$ cat src/rtl/kernel_launcher_if.sv
// Host command, preload-memory and GPU-control bundle for kernel_launcher.
// slave: seen from the launcher; master: seen from the host/memory/GPU side.
interface kernel_launcher_if #(
    parameter int ADDR_BITS = 8,
    parameter int DATA_BITS = 8
);
    logic                 cmd_valid;
    logic                 cmd_ready;
    logic [1:0]           cmd_op;
    logic [ADDR_BITS-1:0] cmd_addr;
    logic [DATA_BITS-1:0] cmd_data;

    logic                 mem_write_valid;
    logic [ADDR_BITS-1:0] mem_write_address;
    logic [DATA_BITS-1:0] mem_write_data;
    logic                 mem_write_ready;

    logic                 gpu_start;
    logic [7:0]           gpu_thread_count;
    logic                 gpu_done;

    logic                 busy;
    logic [7:0]           kernel_count;
    logic                 err_illegal;
    logic                 err_timeout;

    modport slave (
        input  cmd_valid, cmd_op, cmd_addr, cmd_data,
        input  mem_write_ready, gpu_done,
        output cmd_ready,
        output mem_write_valid, mem_write_address, mem_write_data,
        output gpu_start, gpu_thread_count,
        output busy, kernel_count, err_illegal, err_timeout
    );

    modport master (
        output cmd_valid, cmd_op, cmd_addr, cmd_data,
        output mem_write_ready, gpu_done,
        input  cmd_ready,
        input  mem_write_valid, mem_write_address, mem_write_data,
        input  gpu_start, gpu_thread_count,
        input  busy, kernel_count, err_illegal, err_timeout
    );
endinterface

$ cat src/rtl/kernel_launcher.sv
// In-order host command sequencer (memory preload writes, kernel launches) ahead of miniGPU.
// Optional RUN watchdog enabled by defining WATCHDOG_EN.
//
// state  | meaning
// IDLE   | pop one queued command per cycle and dispatch it
// MEMWR  | hold a preload write until memory accepts it
// LAUNCH | one-cycle gpu_start pulse
// RUN    | wait for gpu_done (or watchdog expiry)
module kernel_launcher #(
    parameter int ADDR_BITS  = 8,
    parameter int DATA_BITS  = 8,
    parameter int FIFO_DEPTH = 4,
    parameter int WDT_CYCLES = 1024
) (
    input  logic             clk,
    input  logic             reset,
    kernel_launcher_if.slave kl_if
);
    localparam int PTR_BITS = $clog2(FIFO_DEPTH);
    localparam int CNT_BITS = PTR_BITS + 1;

    localparam logic [1:0] OP_NOP    = 2'b00;
    localparam logic [1:0] OP_MEMWR  = 2'b01;
    localparam logic [1:0] OP_LAUNCH = 2'b10;
    localparam logic [1:0] OP_ILL    = 2'b11;

    if ((FIFO_DEPTH < 2) || ((FIFO_DEPTH & (FIFO_DEPTH - 1)) != 0)) begin : g_bad_depth
        $error("kernel_launcher: FIFO_DEPTH must be a power of two >= 2");
    end
    if (WDT_CYCLES < 2) begin : g_bad_wdt
        $error("kernel_launcher: WDT_CYCLES must be >= 2");
    end

    typedef enum logic [1:0] {
        S_IDLE   = 2'd0,
        S_MEMWR  = 2'd1,
        S_LAUNCH = 2'd2,
        S_RUN    = 2'd3
    } state_t;

    state_t state_q, state_d;

    logic [1:0]           op_mem   [FIFO_DEPTH];
    logic [ADDR_BITS-1:0] addr_mem [FIFO_DEPTH];
    logic [DATA_BITS-1:0] data_mem [FIFO_DEPTH];

    logic [PTR_BITS-1:0]  wr_ptr_q, wr_ptr_d;
    logic [PTR_BITS-1:0]  rd_ptr_q, rd_ptr_d;
    logic [CNT_BITS-1:0]  count_q, count_d;
    logic                 ready_q, ready_d;
    logic [ADDR_BITS-1:0] cur_addr_q, cur_addr_d;
    logic [DATA_BITS-1:0] cur_data_q, cur_data_d;
    logic [7:0]           thread_count_q, thread_count_d;
    logic [7:0]           kernel_count_q, kernel_count_d;
    logic                 err_illegal_q, err_illegal_d;

    logic                 push;
    logic                 pop;
    logic                 fifo_empty;
    logic                 load_launch;
    logic                 set_illegal;
    logic                 kernel_done;
    logic                 wdt_expired;
    logic [1:0]           head_op;
    logic [ADDR_BITS-1:0] head_addr;
    logic [DATA_BITS-1:0] head_data;

    // cmd_ready is registered so it reads 0 during reset and never sees a same-cycle pop.
    assign push       = kl_if.cmd_valid && ready_q;
    assign fifo_empty = (count_q == '0);
    assign head_op    = op_mem[rd_ptr_q];
    assign head_addr  = addr_mem[rd_ptr_q];
    assign head_data  = data_mem[rd_ptr_q];

    always_ff @(posedge clk) begin
        if (push) begin
            op_mem[wr_ptr_q]   <= kl_if.cmd_op;
            addr_mem[wr_ptr_q] <= kl_if.cmd_addr;
            data_mem[wr_ptr_q] <= kl_if.cmd_data;
        end
    end

    always_comb begin
        state_d     = state_q;
        pop         = 1'b0;
        load_launch = 1'b0;
        set_illegal = 1'b0;
        kernel_done = 1'b0;
        case (state_q)
            S_IDLE: begin
                if (!fifo_empty) begin
                    pop = 1'b1;
                    case (head_op)
                        OP_MEMWR: state_d = S_MEMWR;
                        OP_LAUNCH: begin
                            if (head_data != '0) begin
                                load_launch = 1'b1;
                                state_d     = S_LAUNCH;
                            end else begin
                                set_illegal = 1'b1;
                            end
                        end
                        OP_ILL: set_illegal = 1'b1;
                        OP_NOP: ;
                        default: ;
                    endcase
                end
            end
            S_MEMWR: begin
                if (kl_if.mem_write_ready) begin
                    state_d = S_IDLE;
                end
            end
            S_LAUNCH: state_d = S_RUN;
            S_RUN: begin
                // A completion on the expiry cycle wins over the timeout.
                if (kl_if.gpu_done) begin
                    kernel_done = 1'b1;
                    state_d     = S_IDLE;
                end else if (wdt_expired) begin
                    state_d = S_IDLE;
                end
            end
            default: state_d = S_IDLE;
        endcase
    end

    always_comb begin
        wr_ptr_d = wr_ptr_q;
        rd_ptr_d = rd_ptr_q;
        count_d  = count_q;
        if (push) begin
            wr_ptr_d = wr_ptr_q + PTR_BITS'(1);
        end
        if (pop) begin
            rd_ptr_d = rd_ptr_q + PTR_BITS'(1);
        end
        case ({push, pop})
            2'b10:   count_d = count_q + CNT_BITS'(1);
            2'b01:   count_d = count_q - CNT_BITS'(1);
            default: count_d = count_q;
        endcase
        ready_d        = (count_d != CNT_BITS'(FIFO_DEPTH));
        cur_addr_d     = pop ? head_addr : cur_addr_q;
        cur_data_d     = pop ? head_data : cur_data_q;
        thread_count_d = load_launch ? 8'(head_data) : thread_count_q;
        kernel_count_d = kernel_done ? kernel_count_q + 8'd1 : kernel_count_q;
        err_illegal_d  = err_illegal_q | set_illegal;
    end

    always_ff @(posedge clk or negedge reset) begin
        if (!reset) begin
            state_q        <= S_IDLE;
            wr_ptr_q       <= '0;
            rd_ptr_q       <= '0;
            count_q        <= '0;
            ready_q        <= 1'b0;
            cur_addr_q     <= '0;
            cur_data_q     <= '0;
            thread_count_q <= '0;
            kernel_count_q <= '0;
            err_illegal_q  <= 1'b0;
        end else begin
            state_q        <= state_d;
            wr_ptr_q       <= wr_ptr_d;
            rd_ptr_q       <= rd_ptr_d;
            count_q        <= count_d;
            ready_q        <= ready_d;
            cur_addr_q     <= cur_addr_d;
            cur_data_q     <= cur_data_d;
            thread_count_q <= thread_count_d;
            kernel_count_q <= kernel_count_d;
            err_illegal_q  <= err_illegal_d;
        end
    end

`ifdef WATCHDOG_EN
    localparam int WDT_BITS = (WDT_CYCLES > 2) ? $clog2(WDT_CYCLES) : 1;

    logic [WDT_BITS-1:0] wdt_q, wdt_d;
    logic                err_timeout_q, err_timeout_d;

    assign wdt_expired = (state_q == S_RUN) && (wdt_q == WDT_BITS'(WDT_CYCLES - 1));

    always_comb begin
        wdt_d         = wdt_q;
        err_timeout_d = err_timeout_q;
        if (state_q == S_LAUNCH) begin
            wdt_d = '0;
        end else if (state_q == S_RUN) begin
            wdt_d = wdt_q + WDT_BITS'(1);
        end
        if (wdt_expired && !kl_if.gpu_done) begin
            err_timeout_d = 1'b1;
        end
    end

    always_ff @(posedge clk or negedge reset) begin
        if (!reset) begin
            wdt_q         <= '0;
            err_timeout_q <= 1'b0;
        end else begin
            wdt_q         <= wdt_d;
            err_timeout_q <= err_timeout_d;
        end
    end

    assign kl_if.err_timeout = err_timeout_q;
`else
    assign wdt_expired       = 1'b0;
    assign kl_if.err_timeout = 1'b0;
`endif

    assign kl_if.cmd_ready         = ready_q;
    assign kl_if.mem_write_valid   = (state_q == S_MEMWR);
    assign kl_if.mem_write_address = cur_addr_q;
    assign kl_if.mem_write_data    = cur_data_q;
    assign kl_if.gpu_start         = (state_q == S_LAUNCH);
    assign kl_if.gpu_thread_count  = thread_count_q;
    assign kl_if.busy              = (state_q != S_IDLE) || !fifo_empty;
    assign kl_if.kernel_count      = kernel_count_q;
    assign kl_if.err_illegal       = err_illegal_q;
endmodule

$ cat src/flat_wrapper.sv
// flat-port wrapper written by rule: the top's interface ports become plain ports
module kernel_launcher_flat 
#(
    parameter int ADDR_BITS  = 8,
    parameter int DATA_BITS  = 8,
    parameter int FIFO_DEPTH = 4,
    parameter int WDT_CYCLES = 1024
)
  (clk, reset, kl_if_cmd_valid, kl_if_cmd_op, kl_if_cmd_addr, kl_if_cmd_data, kl_if_mem_write_ready, kl_if_gpu_done, kl_if_cmd_ready, kl_if_mem_write_valid, kl_if_mem_write_address, kl_if_mem_write_data, kl_if_gpu_start, kl_if_gpu_thread_count, kl_if_busy, kl_if_kernel_count, kl_if_err_illegal, kl_if_err_timeout);
  kernel_launcher_if #(.ADDR_BITS(ADDR_BITS), .DATA_BITS(DATA_BITS)) kl_if_i ();
  input  logic clk;
  input  logic reset;
  input wire logic [$bits(kl_if_i.cmd_valid)-1:0] kl_if_cmd_valid;
  input wire logic [$bits(kl_if_i.cmd_op)-1:0] kl_if_cmd_op;
  input wire logic [$bits(kl_if_i.cmd_addr)-1:0] kl_if_cmd_addr;
  input wire logic [$bits(kl_if_i.cmd_data)-1:0] kl_if_cmd_data;
  input wire logic [$bits(kl_if_i.mem_write_ready)-1:0] kl_if_mem_write_ready;
  input wire logic [$bits(kl_if_i.gpu_done)-1:0] kl_if_gpu_done;
  output wire logic [$bits(kl_if_i.cmd_ready)-1:0] kl_if_cmd_ready;
  output wire logic [$bits(kl_if_i.mem_write_valid)-1:0] kl_if_mem_write_valid;
  output wire logic [$bits(kl_if_i.mem_write_address)-1:0] kl_if_mem_write_address;
  output wire logic [$bits(kl_if_i.mem_write_data)-1:0] kl_if_mem_write_data;
  output wire logic [$bits(kl_if_i.gpu_start)-1:0] kl_if_gpu_start;
  output wire logic [$bits(kl_if_i.gpu_thread_count)-1:0] kl_if_gpu_thread_count;
  output wire logic [$bits(kl_if_i.busy)-1:0] kl_if_busy;
  output wire logic [$bits(kl_if_i.kernel_count)-1:0] kl_if_kernel_count;
  output wire logic [$bits(kl_if_i.err_illegal)-1:0] kl_if_err_illegal;
  output wire logic [$bits(kl_if_i.err_timeout)-1:0] kl_if_err_timeout;
  assign kl_if_i.cmd_valid = kl_if_cmd_valid;
  assign kl_if_i.cmd_op = kl_if_cmd_op;
  assign kl_if_i.cmd_addr = kl_if_cmd_addr;
  assign kl_if_i.cmd_data = kl_if_cmd_data;
  assign kl_if_i.mem_write_ready = kl_if_mem_write_ready;
  assign kl_if_i.gpu_done = kl_if_gpu_done;
  assign kl_if_cmd_ready = kl_if_i.cmd_ready;
  assign kl_if_mem_write_valid = kl_if_i.mem_write_valid;
  assign kl_if_mem_write_address = kl_if_i.mem_write_address;
  assign kl_if_mem_write_data = kl_if_i.mem_write_data;
  assign kl_if_gpu_start = kl_if_i.gpu_start;
  assign kl_if_gpu_thread_count = kl_if_i.gpu_thread_count;
  assign kl_if_busy = kl_if_i.busy;
  assign kl_if_kernel_count = kl_if_i.kernel_count;
  assign kl_if_err_illegal = kl_if_i.err_illegal;
  assign kl_if_err_timeout = kl_if_i.err_timeout;
  kernel_launcher #(.ADDR_BITS(ADDR_BITS), .DATA_BITS(DATA_BITS), .FIFO_DEPTH(FIFO_DEPTH), .WDT_CYCLES(WDT_CYCLES)) u_core (.clk(clk), .reset(reset), .kl_if(kl_if_i));
endmodule
$ cat config.mk
export PLATFORM = sky130hd
export DESIGN_NAME = kernel_launcher_flat
export DESIGN_NICKNAME = d
export VERILOG_FILES = /design/src/rtl/kernel_launcher_if.sv /design/src/rtl/kernel_launcher.sv /design/src/flat_wrapper.sv
export SDC_FILE = /design/constraint.sdc
export NUM_CORES = 1
export LEC_CHECK = 0
export CORE_UTILIZATION = 54
export CTS_CLUSTER_SIZE = 40
export DETAILED_ROUTE_END_ITERATION = 8
export HOLD_SLACK_MARGIN = 0.12
export PLACE_DENSITY = 0.79
export SYNTH_ARGS = -nofsm -noshare
export SYNTH_HDL_FRONTEND = slang
export SYNTH_SLANG_ARGS = --single-unit
$ cat constraint.sdc
create_clock -name clk -period 3 [get_ports clk]
set_clock_uncertainty 0.05 [all_clocks]
set_input_delay 0.3 -clock clk [delete_from_list [all_inputs] [get_ports clk]]
set_output_delay 0.3 -clock clk [all_outputs]
set_load 0.01 [all_outputs]
Word level (Yosys, flattened, before mapping) --
Memory sizes are Yosys's and may differ from the RTL's. A register that Yosys moved wholly into a read port is not among the register bits. Index checks and enable logic that the tools add are counted.
Word-level totals: register bits after elaboration 35, latch bits 0, memory bits (writable) 72, ROM bits 0, input port bits 23, output and inout bits 38, memories kept 3
Memories:
- u_core.addr_mem | depth 4, width 8, rd ports 1, clocked after memory_dff 1, write ports 1, line kernel_launcher.sv:44 | logic [ADDR_BITS-1:0] addr_mem [FIFO_DEPTH];
- u_core.data_mem | depth 4, width 8, rd ports 1, clocked after memory_dff 0, write ports 1, line kernel_launcher.sv:45 | logic [DATA_BITS-1:0] data_mem [FIFO_DEPTH];
- u_core.op_mem | depth 4, width 2, rd ports 1, clocked after memory_dff 0, write ports 1, line kernel_launcher.sv:43 | logic [1:0] op_mem [FIFO_DEPTH];
Operators by class: add/subtract/negate cells 5, multiply operators 0, divide/modulo/power cells 0, order comparisons 0, eq/ne operators 14, shifts and indexed selects 0, mux-type cells 21, bitwise operators 1, reductions and logical operators 9
Operator list (number):
- 1-bit two-way mux | 13
- 2-bit equality test, second input constant | 5
- 8-bit by 1-bit adder with 8-bit output, second input constant | 1
- 2-bit two-way mux | 4
- 2-bit one-hot mux with 4 select lines | 1
- 8-bit nonzero test | 1
- 2-bit by 1-bit equality test with 1-bit output, second input constant | 3
- 2-bit inequality test, second input constant | 3
- 3-bit inequality test, second input constant | 2
- 3-bit one-hot mux with 2 select lines | 1
- 5-bit AND reduction | 1
- 2-bit by 1-bit adder with 2-bit output, second input constant | 2
- 2-bit one-hot mux with 2 select lines | 1
- 3-bit by 1-bit adder with 3-bit output, second input constant | 1
- 3-bit logical NOT | 1
- 3-bit by 2-bit inequality test with 1-bit output, second input constant | 1
- 3-bit by 1-bit subtractor with 3-bit output, second input constant | 1
- 1-bit logical NOT | 2
- 2-bit logical NOT | 1
- 1-bit one-hot mux with 2 select lines | 1
- 2-bit nonzero test | 1
- 1-bit logical AND | 1
- 1-bit logical OR | 1
- 1-bit bitwise OR | 1

Longest topological paths before layout --
Gate-level depths: netlist of the first run. An unclocked memory read counts as a cell.
depth in word-level cells 7, gate-level depth with buffers 12, depth with buffers taken out 10

Worst setup path before layout of the first run --
OpenSTA, ideal clock, no wires.
path kind register -> register, start point register u_core.state_q[1], end point register u_core.ready_q (netlist: u_core.kl_if.cmd_ready), setup time 0.124 ns, arrival time 2.394 ns, data required time 2.826 ns, setup slack 0.432 ns, cell stages (with the launch flop) 13, period minus slack after synthesis 2.568 ns, cell sequence dfrtp_1 > clkbuf_1 > nor2_1 > nand2_1 > inv_2 > clkbuf_1 > ha_1 > inv_1 > fa_1 > xor2_1 > nor2_1 > xor2_1 > nand2_1
Between the ends: longest elaborated chain between the ends 5, elaborated cells on any way between the ends 6, those cells by class eq/ne: 3; mux: 2; reduce/logical: 1
RTL lines:
- start: declaration | line kernel_launcher.sv:41 | state_t state_q, state_d;
- start signal: assignment | line kernel_launcher.sv:164 | state_q <= state_d;
- 2-bit logical NOT (*) | line kernel_launcher.sv:89 | case (state_q)
- 1-bit two-way mux (*) | line kernel_launcher.sv:89
- named net u_core.pop | line kernel_launcher.sv:58 | logic pop;
- 2-bit by 1-bit equality test with 1-bit output or 2-bit equality test (tied branches) | line kernel_launcher.sv:138 | case ({push, pop})
- 3-bit one-hot mux with 2 select lines (*) | line kernel_launcher.sv:138
- named net u_core.count_d[2] | line kernel_launcher.sv:49 | logic [CNT_BITS-1:0] count_q, count_d;
- 3-bit inequality test (*) | line kernel_launcher.sv:143 | ready_d = (count_d != CNT_BITS'(FIFO_DEPTH));
- named net u_core.ready_d | line kernel_launcher.sv:50 | logic ready_q, ready_d;
- end signal: assignment | line kernel_launcher.sv:168 | ready_q <= ready_d;
- end: declaration | line kernel_launcher.sv:50
Mark *: on every way through the listed nets, which the timed path passes. The rest lies on a longest branch. A chain may end at the register's enable or synchronous reset.

Worst setup path after layout of the first run --
start point register u_core.state_q[1], end point register u_core.ready_q (netlist: u_core.kl_if.cmd_ready)
Between the ends: longest elaborated chain between the ends 5, elaborated cells on any way between the ends 6, those cells by class eq/ne: 3; mux: 2; reduce/logical: 1
RTL lines (line):
- 2-bit logical NOT (*) | kernel_launcher.sv:89
- 1-bit two-way mux (*) | kernel_launcher.sv:89
- 2-bit by 1-bit equality test with 1-bit output or 2-bit equality test (tied branches) | kernel_launcher.sv:138
- 3-bit one-hot mux with 2 select lines (*) | kernel_launcher.sv:138
- named net u_core.count_d[2] | kernel_launcher.sv:49
- 3-bit inequality test (*) | kernel_launcher.sv:143
- named net u_core.ready_d | kernel_launcher.sv:50
Marked as above.

==> metrics list, run 1 <==
- Total power per unit cell area: 1080 nW/um^2
* Post-layout min period: 2.44 ns
- Distinct cell type count of the synthesized netlist: 34
* IO Pins: 61
- Average routed wire per standard cell: 17.3 um
- Top cells by area in the synthesized netlist: sky130_fd_sc_hd__edfxtp_1 (48%), sky130_fd_sc_hd__dfrtp_1 (24%), sky130_fd_sc_hd__mux4_2 (7.0%)
* Clock tree from TritonCTS: yes
* Final hold violations: 0
- The floorplan step defined a die boundary enclosing 8750 sq um.
- Critical setup path kind: register to register
* Share of flip-flops with an asynchronous set or reset: 37.4%
* Highest cell delay on the worst timing path: 0.45 ns
* Post-synthesis area per instance: 15.6 sq um
- Max-cap violations in this run came to 0.
- Most frequently used flop master after synthesis: sky130_fd_sc_hd__edfxtp_1
- The signal on the critical path passes through nor2_1, nand2_1, inv_2, ha_1, inv_1, fa_1, xor2_1, nor2_1, xor2_1, nand2_1.
* Clock Sinks: 115
- Switch Pwr: 2.02 mW
- Detailed route wirelength on metal3: 448 um
- Library cell with the largest summed area after synthesis: sky130_fd_sc_hd__edfxtp_1
- The floorplan step defined a core boundary enclosing 8180 sq um.
* Count of unresolved DRC violations after routing: 0
- Sequential cells were found to cover 71.6% of the synthesized design area.
- Number of search-and-repair iterations in the first detailed-routing pass: 4
* Floorplan die width: 93.5 um
- Using the TritonRoute via totals, the vias-per-cell ratio works out to 5.42.
* Power Internal: 4.23 mW
* Seq. cell area: 3240 sq um
* Least-Margin Pin Slew: 0.984 ns
- The synthesized design devotes to its leading area cell type 47.8% of total area.
- The first global-routing pass estimated 13,300 um of wire.
* Static Leakage: 2.30 nW
- The worst hold path belongs to the class primary input to register.
- Of the total power, combinational logic draws 32.3%.
- Max layer used: met4
- Of the total power, the share spent switching nets is 32.3%.
- Multi-input logic area: 1180 sq um
* Achievable clock frequency: 0.409 GHz
- Grouping stages by cell kind, the critical path spends the most delay in adder cells.
* Sequential group share of total power: 38.6%
- The initial antenna violation count came to 0.
- Counting flops with a built-in enable in the synthesized netlist gives 72.
- Worst Path Arrival: 2.79 ns
- Setup repair after global routing left no endpoint under its margin.
- The clock network burns 29.0% of the power.
- Routed via count: 2,635
- Antenna Violating Nets Remaining: 0
* Gr ovfl total: 0
- The layout has 537 filler cells.
* Largest voltage drop on the vdd net: 0.571 mV
- Met1 Wirelength: 3490 um
* Antenna fix cells: 0
- Number of buffers inserted by port buffering: 59
- Worst Path Buf+Inv: 2
* Period utilization: 81.5%
- The commonest cells after synthesis are sky130_fd_sc_hd__edfxtp_1 (72), sky130_fd_sc_hd__nand2_1 (67), sky130_fd_sc_hd__dfrtp_1 (43).
- H-tree Lvls: 4
- sky130_fd_sc_hd__edfxtp_1 is the most common cell in the netlist.
* Endpoint required time on the critical path: 3.35 ns
* Number of failing setup endpoints in the final timing report: 0
- For this block, the initial DRC count from the detailed router was 111.
* HPWL Detailed: 5230 um
* Vert. Die Dim: 93.5 um
- The number of nets in the synthesized netlist is 322.
* Placed Area: 5260 sq um
* Maximum number of buffers from clock root to sink: 2
- Wire length after detailed routing: 8420 um
- For the final routed database, the setup TNS stands at 0 ns.
- The floorplan has 33 rows.
* Post-synthesis instance total: 290
- The initial utilization of the core area, before any placement, comes to 55.4%.
- Total routing resource utilization after global routing: 21.8%
- The finished cells cover 5820 sq um.
- Mapped Area: 4530 sq um
- Clock-pin slew was measured on the worst setup and hold paths at 0.06 ns.
- Biggest fanout along the worst timing path: 19
* Library cell used as clock root buffer: sky130_fd_sc_hd__clkbuf_8
- The congestion estimate from routability-driven global placement came to 0.770.
- Among all stages on the critical path, the largest delay is contributed by sky130_fd_sc_hd__dfrtp_1.
- The worst setup path is launched from a register.
- Pin count of the biggest net entering global routing: 44
- The area growth from synthesis to layout is 28.5%.
- Warnings, synthesis: 0
- Amount of wire on met2 after detailed routing: 4380 um
- CTS Buf Count: 17
- Net count, final: 400
- The count of pins over their slew limit was 0.
* Number of register bits inferred by synthesis: 115
* Fraction of layout cells with a size suffix above 1: 15.2%
* Clock network latency to the later pin of the worst-skew pair: 0.52 ns
- Run status: complete, no violations
* Via count of the first global-routing pass: 2,687
- Headroom to the max-slew limit came out at 34.4%.
- Crit path capture type: register
## sequential cells by signal, summed over array words and instances, names as in the netlist
signal                          count
u_core.wr_ptr_q                     2
u_core.addr_mem                    32
u_core.count_q                      3
u_core.data_mem                    32
u_core.state_q                      2
u_core.kl_if.err_illegal            1
u_core.kl_if.gpu_thread_count       8
u_core.op_mem                       8
u_core.kl_if.cmd_ready              1
u_core.kl_if.mem_write_address      8
u_core.kl_if.kernel_count           8
u_core.rd_ptr_q                     2
u_core.kl_if.mem_write_data         8
## area by class of cell
type	count	area share, %
sequential	115	55.7
timing repair buffer	68	11.3
multi-input combinational	149	20.2
clock inverter	14	2.26
tap	105	2.26
inverter	17	1.10
clock buffer	18	7.19
## cell families (layout without fill, tap and decap cells)
group	count (synthesis)	in the layout	synth area share, %
flops	115	115	71.6
simple gates	92	92	9.01
buf+inv	26	117	2.43
mux	20	20	9.76
compound gates	14	14	1.99
xor+xnor	13	13	2.52
fa+ha+maj	9	9	2.65
other cells	1	1	0.0829
## layout by cell type (no fill, tap or decap), types with 2 or more instances in the layout
cell type / synthesis / final
sky130_fd_sc_hd__edfxtp_1: 72 / 72
sky130_fd_sc_hd__nand2_1: 67 / 67
sky130_fd_sc_hd__clkdlybuf4s50_1: 0 / 58
sky130_fd_sc_hd__dfrtp_1: 43 / 43
sky130_fd_sc_hd__inv_1: 16 / 16
sky130_fd_sc_hd__clkbuf_16: 0 / 16
sky130_fd_sc_hd__mux4_2: 14 / 14
sky130_fd_sc_hd__xnor2_1: 10 / 10
sky130_fd_sc_hd__o21ai_1: 8 / 8
sky130_fd_sc_hd__ha_1: 8 / 8
sky130_fd_sc_hd__buf_4: 1 / 8
sky130_fd_sc_hd__and3_1: 7 / 7
sky130_fd_sc_hd__nor2_1: 6 / 6
sky130_fd_sc_hd__clkinv_4: 0 / 6
sky130_fd_sc_hd__mux4_1: 4 / 4
sky130_fd_sc_hd__nand3_1: 4 / 4
sky130_fd_sc_hd__xor2_1: 3 / 3
sky130_fd_sc_hd__clkinvlp_4: 0 / 3
sky130_fd_sc_hd__o211ai_1: 2 / 2
sky130_fd_sc_hd__nand4_1: 2 / 2
sky130_fd_sc_hd__inv_6: 0 / 2
## per-stage QoR
| step | util [%] | hold WS [ns] | total power, mW | instances | worst slack, ns |
|---|---|---|---|---|---|
| 6_report | 71.1 | 0.364 | 6.25 | 486 | 0.555 |
| 5_1_grt | 71.1 | 0.356 | 6.61 | 486 | 0.364 |
| 4_1_cts | 71.1 | 0.338 | 6.32 | 486 | 0.535 |
| 3_5_place_dp | 64.3 | 0.412 | 4.49 | 453 | 0.532 |
| 3_3_place_gp | 64.3 | 0.412 | 4.40 | 453 | 0.668 |
| 2_1_floorplan | - | -0.0456 | 3.64 | 290 | 0.432 |
## power groups by stage
stage	logic [mW]	registers (mW)	clock network (mW)
floorplan	1.19	2.44	0
global placement	1.97	2.42	0
detailed placement	2.05	2.44	0
CTS	2.06	2.42	1.85
global route	2.23	2.46	1.92
finish	2.02	2.41	1.82
## routing by layer
metal  global-route usage (%)  vias up
met5                        0        -
met4                     10.0        0
met3                     7.07       13
met2                     35.8       92
met1                     26.1     1327
li1                         -     1203
## repair_timing
action                                 CTS  global route
buffers inserted                         0             0
hold buffers                             1             0
gates resized for setup                  0             0
endpoints found under the hold margin   43             0
## path summary, 6_finish.rpt
| kind | from | end | slack (ns) | depth (start not counted) |
|---|---|---|---|---|
| min in group asynchronous | reset | u_core.count_q[1]$_DFF_PN0_ | 0.44 | 2 |
| min reg2reg | u_core.kl_if.kernel_count[7]$_DFFE_PN0P_ | u_core.kl_if.kernel_count[7]$_DFFE_PN0P_ | 0.42 | 1 |
| max | u_core.state_q[1]$_DFFE_PN0P_ | u_core.kl_if.cmd_ready$_DFF_PN0_ | 0.56 | 10 |
| min | kl_if_cmd_data[4] | u_core.data_mem[2][4]$_DFFE_PP_ | 0.36 | 1 |
| max reg2reg | u_core.state_q[1]$_DFFE_PN0P_ | u_core.kl_if.cmd_ready$_DFF_PN0_ | 0.56 | 10 |
| max in group asynchronous | reset | u_core.kl_if.mem_write_data[5]$_DFFE_PN0P_ | 1.86 | 2 |
Power figures use the tool's default switching activity.
==> run 2: changes to the inputs <==
- CORE_UTILIZATION: 54 -> 49
- PLACE_DENSITY: 0.79 -> 0.75
- clock period: 3 -> 2.15 ns (I/O delays scaled with it)
==> run 2 against run 1 <==
Compared with the run above:
- the run now ends with DRC left
- total power increased by 46%
- non-clock buffer count increased by 16
- sequential share of layout area fell by 1.7 points
- worst setup slack lost 0.46 ns
- clock power grew 40%
- hold slack got worse by 0.14 ns
- clock-buffer cell count up 1
- final area grew 3.2%
- via count up 1.1%
- critical path depth is 3 lower
- critical path type unchanged
- largest power group unchanged
==> metrics list, run 2 (same netlist as run 1, synthesis figures left out) <==
* Biggest fanout along the worst timing path: 8 (-11)
* Cell with the largest stage delay on the worst path: sky130_fd_sc_hd__mux4_2
- The setup path with the least slack is of type register to register.
- Library cell used as clock root buffer: sky130_fd_sc_hd__clkbuf_8
- Layout-stage area growth over the synthesis result: 32.6%
* Clock network latency to the later pin of the worst-skew pair: 0.51 ns (about the same)
- Clock tree from TritonCTS: yes
- The worst ir drop on vdd was 0.732 mV (+28%).
- CTS Buf Count: 17 (unchanged)
* Worst-case register-to-register setup slack: 0.09 ns (-0.46 ns)
* Gr ovfl total: 0 (unchanged)
- The layout net count was 416 (+4.0%).
- The via density per instance is 5.28 (-2.5%).
- Period utilization: 95.6% (+14 points)
- Weighted congestion reported at the end of routability-driven placement: 0.750 (-2.6%)
- Average routed wire per standard cell: 17.6 um (+1.4%)
- The count of max-cap constraint violations came to 0 (unchanged).
* Antenna Violating Nets Remaining: 0 (unchanged)
* Core Box Area: 8850 sq um (+8.2%)
* Regs by FF count: u_core.addr_mem: 32 flops, u_core.data_mem: 32 flops
* Routed via count: 2,663 (+1.1%)
* Remaining max-slew budget at the tightest pin: 56.7% (+22 points)
- H-tree Lvls: 4 (unchanged)
* Floorplan die width: 98.1 um (+4.9%)
- The number of clock sinks was 115 (unchanged).
* Logic depth of the worst setup path including buffers: 7 (-3)
* Violations in the final reports: DRC
- The setup slack at placement is 0.0391 ns (-0.493 ns).
- Leaving out fill and tap cells, the most frequent cell in the layout is sky130_fd_sc_hd__edfxtp_1.
- The number of global-route vias before repair was 2,801 (+4.2%).
- Least-Margin Pin Slew: 0.649 ns (-0.335 ns)
- The most critical setup path has its startpoint at u_core.rd_ptr_q[0]$_DFFE_PN0P_.
- The count of routing violations after the opening detailed-route iteration was 178 (+60%).
- The count of final hold-check violations came to 0 (unchanged).
* Kind of launch point of the worst setup path: register
- The effective utilization at floorplan is 51.1% (-4.2 points).
- The static leakage was 2.39 nW (+3.8%).
* Final core area utilization: 67.8% (-3.3 points)
* Crit path capture type: register
- Antenna fix cells: 0 (unchanged)
- Number of search-and-repair iterations in the first detailed-routing pass: 7 (+3)
- The final instance area was 6000 sq um (+3.2%).
- Worst reg2reg path startpoint: u_core.rd_ptr_q[0]$_DFFE_PN0P_
- Total routing resource utilization after global routing: 20.8% (-0.92 points)
- Run status: complete, but fails checks
* Maximum number of buffers from clock root to sink: 2 (unchanged)
- Reg2Reg Capture Point: u_core.kl_if.gpu_thread_count[0]$_DFFE_PN0P_
* Number of failing setup endpoints in the final timing report: 0 (unchanged)
* Endpoint required time on the critical path: 2.48 ns (-0.87 ns)
* Count of unresolved DRC violations after routing: 7 (+7)
* Cell-by-cell trace of the critical path: buf_6, mux4_2, inv_2, ha_4, and3_4, a21boi_4, o21ai_1
- Global-route wire length before repair: 14,500 um (+9.5%)
* Fraction of layout cells with a size suffix above 1: 19.7% (+4.5 points)
* Fin. max-slew vios: 0 (unchanged)
- Post-layout min period: 2.06 ns (-0.388 ns)
- The filler cell count in the final layout was 620 (+15%).
* Full die area: 9620 sq um (+10%)
- FF-to-FF path depth: 7 (-3)
- Worst Path Arrival: 2.38 ns (-0.41 ns)
- The floorplan die height came to 98.1 um (+4.9%).
* Pin count of the biggest net entering global routing: 28 (-36%)
* HPWL Detailed: 5390 um (+3.1%)
- Highest cell delay on the worst timing path: 0.52 ns (+0.07 ns)
- Cell family with the largest share of critical-path delay: multiplexers
- The maximum achievable frequency is 0.486 GHz (+19%).
- Clock transition at path regs: 0.06 ns (about the same)
* Wire length after detailed routing: 8850 um (+5.1%)
- Placed Area: 5400 sq um (+2.6%)
* Worst hold-check path type: primary input to asynchronous set/reset pin
- Rows: 34 (+3.0%)
- The worst path setup slack after routing was 0.0938 ns (-0.462 ns).
- Number of buffers inserted by port buffering: 59 (unchanged)
- The count of boundary I/O pins was 61 (unchanged).
- The power per unit of standard cell area was 1520 nW/um^2 (+42%).
- Initial antenna violation count: 0 (unchanged)
- The library cells used most frequently in the layout, excluding fill and tap cells, are sky130_fd_sc_hd__edfxtp_1 (72), sky130_fd_sc_hd__nand2_1 (66), sky130_fd_sc_hd__clkdlybuf4s50_1 (58), sky130_fd_sc_hd__dfrtp_1 (43), sky130_fd_sc_hd__buf_4 (22).
* Endpoint of the most critical setup path: u_core.kl_if.gpu_thread_count[0]$_DFFE_PN0P_
* Worst Path Buf+Inv: 2 (unchanged)
* Overall power consumption: 9.14 mW (+46%)
* Setup tns final: 0 ns (unchanged)
[run 2: worst min path at each step]
| stage | endpoint | slack (ns) | cells after the start |
|---|---|---|---|
| floorplan | u_core.count_q[0]$_DFF_PN0_ | -0.13 | 0 |
| global placement | u_core.count_q[2]$_DFF_PN0_ | 0.23 | 1 |
| detailed placement | u_core.count_q[1]$_DFF_PN0_ | 0.23 | 1 |
| CTS | u_core.count_q[0]$_DFF_PN0_ | 0.22 | 2 |
| global route | u_core.count_q[2]$_DFF_PN0_ | 0.25 | 2 |
| finish | u_core.count_q[1]$_DFF_PN0_ | 0.22 | 2 |
[run 2: cell type report]
class                      count  area (sq um)  share of cell area, %
clock buffer                  19           422                   7.03
clock inverter                12           116                   1.94
inverter                      17          66.3                   1.11
multi-input combinational    149          1230                   20.5
sequential                   115          3240                   54.0
tap                          108           135                   2.25
timing repair buffer          84           792                   13.2
[run 2: worst reg2reg max path, delay by kind of cell, from the launching register on]
kind                       cells  cell delay (ns)
muxes                          1             0.52
DFF                            1             0.41
AOI/OAI and AO/OA              2             0.40
buffers and inverters          2             0.23
and+or+nand+nor                1             0.19
adders and majority gates      1             0.14
[run 2: stage by stage]
| step | hold WS (ns) | std cells |
|---|---|---|
| floorplan | -0.131 | 290 |
| global placement | 0.228 | 466 |
| detailed placement | 0.226 | 466 |
| CTS | 0.215 | 498 |
| global route | 0.253 | 504 |
| finish | 0.221 | 504 |
[run 2: what timing repair did]
action / CTS / global route
endpoints found under the hold margin: 25 / 0
setup buffers: 0 / 6
hold buffers: 1 / 0
pin swaps: 0 / 1
endpoints found under the setup margin: 2 / 11
resized for setup: 1 / 3
gates cloned: 0 / 0
[run 2: layer usage]
layer | track usage, % | share of wire [%]
met5 | 0 | 0
met4 | 10.0 | 1.3
met3 | 5.94 | 6.4
met2 | 33.2 | 51
met1 | 26.6 | 41
[run 2: report_power, final]
group	internal, mW	total, mW	switching, mW
Clock	1.62	2.54	0.917
Sequential	3.01	3.34	0.330
Combinational	1.63	3.27	1.64
==> RTL change, RTL diff (settings of run 2) <==
Take the reset off `cur_addr_q` and load it in a clocked block of its own.
--- a/src/rtl/kernel_launcher.sv
+++ b/src/rtl/kernel_launcher.sv
@@ -156,5 +156,4 @@
             count_q        <= '0;
             ready_q        <= 1'b0;
-            cur_addr_q     <= '0;
             cur_data_q     <= '0;
             thread_count_q <= '0;
@@ -167,5 +166,4 @@
             count_q        <= count_d;
             ready_q        <= ready_d;
-            cur_addr_q     <= cur_addr_d;
             cur_data_q     <= cur_data_d;
             thread_count_q <= thread_count_d;
@@ -173,4 +171,8 @@
             err_illegal_q  <= err_illegal_d;
         end
+    end
+
+    always_ff @(posedge clk) begin
+        cur_addr_q <= cur_addr_d;
     end
 
Formal check against the unedited RTL: differs if reset is asserted again (counterexample within 4 cycles, from zero or initial values and one cycle with reset low); with reset held inactive, the same outputs for 10 cycles.
==> RTL change against run 2 <==
Die area fell by 1.2%. Sequential cell count is the same. Critical path depth shrank 1. Clock power grew 2%. Worst setup slack got worse by 0.049 ns. Power is 0.32% lower. Routed wire length decreased by 1.2%. Final area shrank 0.56%. Critical endpoint is now u_core.kl_if.err_illegal$_DFF_PN0_. Global-route usage shrank 0.88 points. Area after synthesis is 1.2% lower.
==> RTL change: results (changes against run 2) <==
- Result of the run: complete, no violations
- Placement Setup Slack: -0.0527 ns (-0.0918 ns)
- Routed wire per std cell: 18.2 um (+3.5%)
- Leading cell types by count after synthesis: sky130_fd_sc_hd__edfxtp_1, sky130_fd_sc_hd__nand2_1, sky130_fd_sc_hd__dfrtp_1
- Seq area share: 0.550 (+0.0102)
- Violation count after the first detailed-route iteration: 177 (-0.56%)
- Count of buffers not belonging to the clock network in the layout: 85 (+1.2%)
- Met2 demand-to-capacity share in global routing: 0.304 (-0.0276)
- Vias in the first global route: 2529 (-9.7%)
- Number of cell instances on the worst register-to-register path: 6 (-1)
- Count of multi-input combinational gates: 125 (-16%)
- Area of combinational cells with multiple inputs: 1140 um2 (-7.2%)
- Vias/cell: 5.34 (+1.0%)
- First-pass iteration count of the detailed router: 4 (-3)
- Clock Buffer Count: 17 (-2)
- Biggest area consumer among synthesized cells: sky130_fd_sc_hd__edfxtp_1
- Switching share of power: 0.309 (-0.00662)
- Met2 WL post-DR: 4.29 mm (-5.8%)
- Hold_ws: 0.270 ns (+0.0496 ns)
- Fillers: 597 (-3.7%)
- Signal arrival time at the worst endpoint: 2.44 ns (+0.06 ns)
- Relative contribution of sequential cells to total power: 0.377 (+0.011)
- Sequential element share of the synthesized area: 0.733 (+0.0176)
- Wire length of the first global-routing pass: 13.7 mm (-5.5%)
- Final global-route overflow total: 0 (unchanged)
- Share of flip-flops with an asynchronous set or reset after synthesis: 0.304 (-0.0696)
- Placed cell area: 5320 um2 (-1.5%)
- Worst IR Drop VDD: 744 uV (+1.7%)
- NonClk Buf Share: 0.133 (+0.000538)
- Aggregate routed wire length: 8.75 mm (-1.2%)
- Internal Dissipation: 6.30 mW (+0.64%)
- Worst setup slack for register-to-register paths: 0.04 ns (-0.05 ns)
- Number of nets in the synthesized netlist: 297 (-7.8%)
- Post-synth EDFFs: 80 (+11%)
- Routed wl met3: 597 um (+5.3%)
- Maximum number of buffers from clock root to sink: 2 (unchanged)
- Final layout net count: 393 (-5.5%)
- Biggest fanout along the worst timing path: 9 (+1)
- Mean instance size in the synthesized netlist: 16.9 um2 (+8.1%)
- Worst hold start: kl_if_mem_write_ready
- Placed cell count: 441 (-5.4%)
- Kind of path behind the tightest hold check: primary input to flip-flop
- Global Route met1 Usage: 0.262 (-0.00390)
- DRT met1 WL: 3.74 mm (+3.6%)
- Maximum number of pins on one net before global-route repair: 36 (+29%)
- Share of the synthesized area in the top cell type: 0.537 (+0.0595)
- Fraction of layout instances using a drive strength above 1: 0.223 (+0.0256)
- Met3 routing resource usage after global routing: 0.0813 (+0.0219)
- Clock-cell share of area: 0.0929 (+0.00323)
- Cell leakage power: 2.30 nW (-3.7%)
-- RTL change: changes by cell type in the layout (fill, tap and decap cells not counted), sizes merged --
cell | before | now
edfxtp | 72 | 80
clkinvlp | 1 | 5
clkinv | 9 | 6
dlymetal6s2s | 0 | 1
nand2 | 67 | 43
inv | 17 | 18
dfrtp | 43 | 35
clkbuf | 19 | 17
-- RTL change: cells by family after synthesis --
group / after synthesis / share of synthesized area
XOR/XNOR: 13 / 0.0255
flip-flops: 115 / 0.733
other: 1 / 0.000839
adder cells (fa/ha/maj): 9 / 0.0269
multiplexers: 20 / 0.0988
AO/OA/AOI/OAI: 14 / 0.0201
buffers and inverters: 25 / 0.0238
AND/OR/NAND/NOR: 68 / 0.0711
-- RTL change: critical path, delay by kind of cell, from the launching register on --
family / cells / cell delay [ns]
AND/OR/NAND/NOR: 1 / 0.18
AO/OA/AOI/OAI: 1 / 0.29
adder cells (fa/ha/maj): 1 / 0.21
multiplexers: 1 / 0.52
buffers and inverters: 2 / 0.32
flip-flops: 1 / 0.42
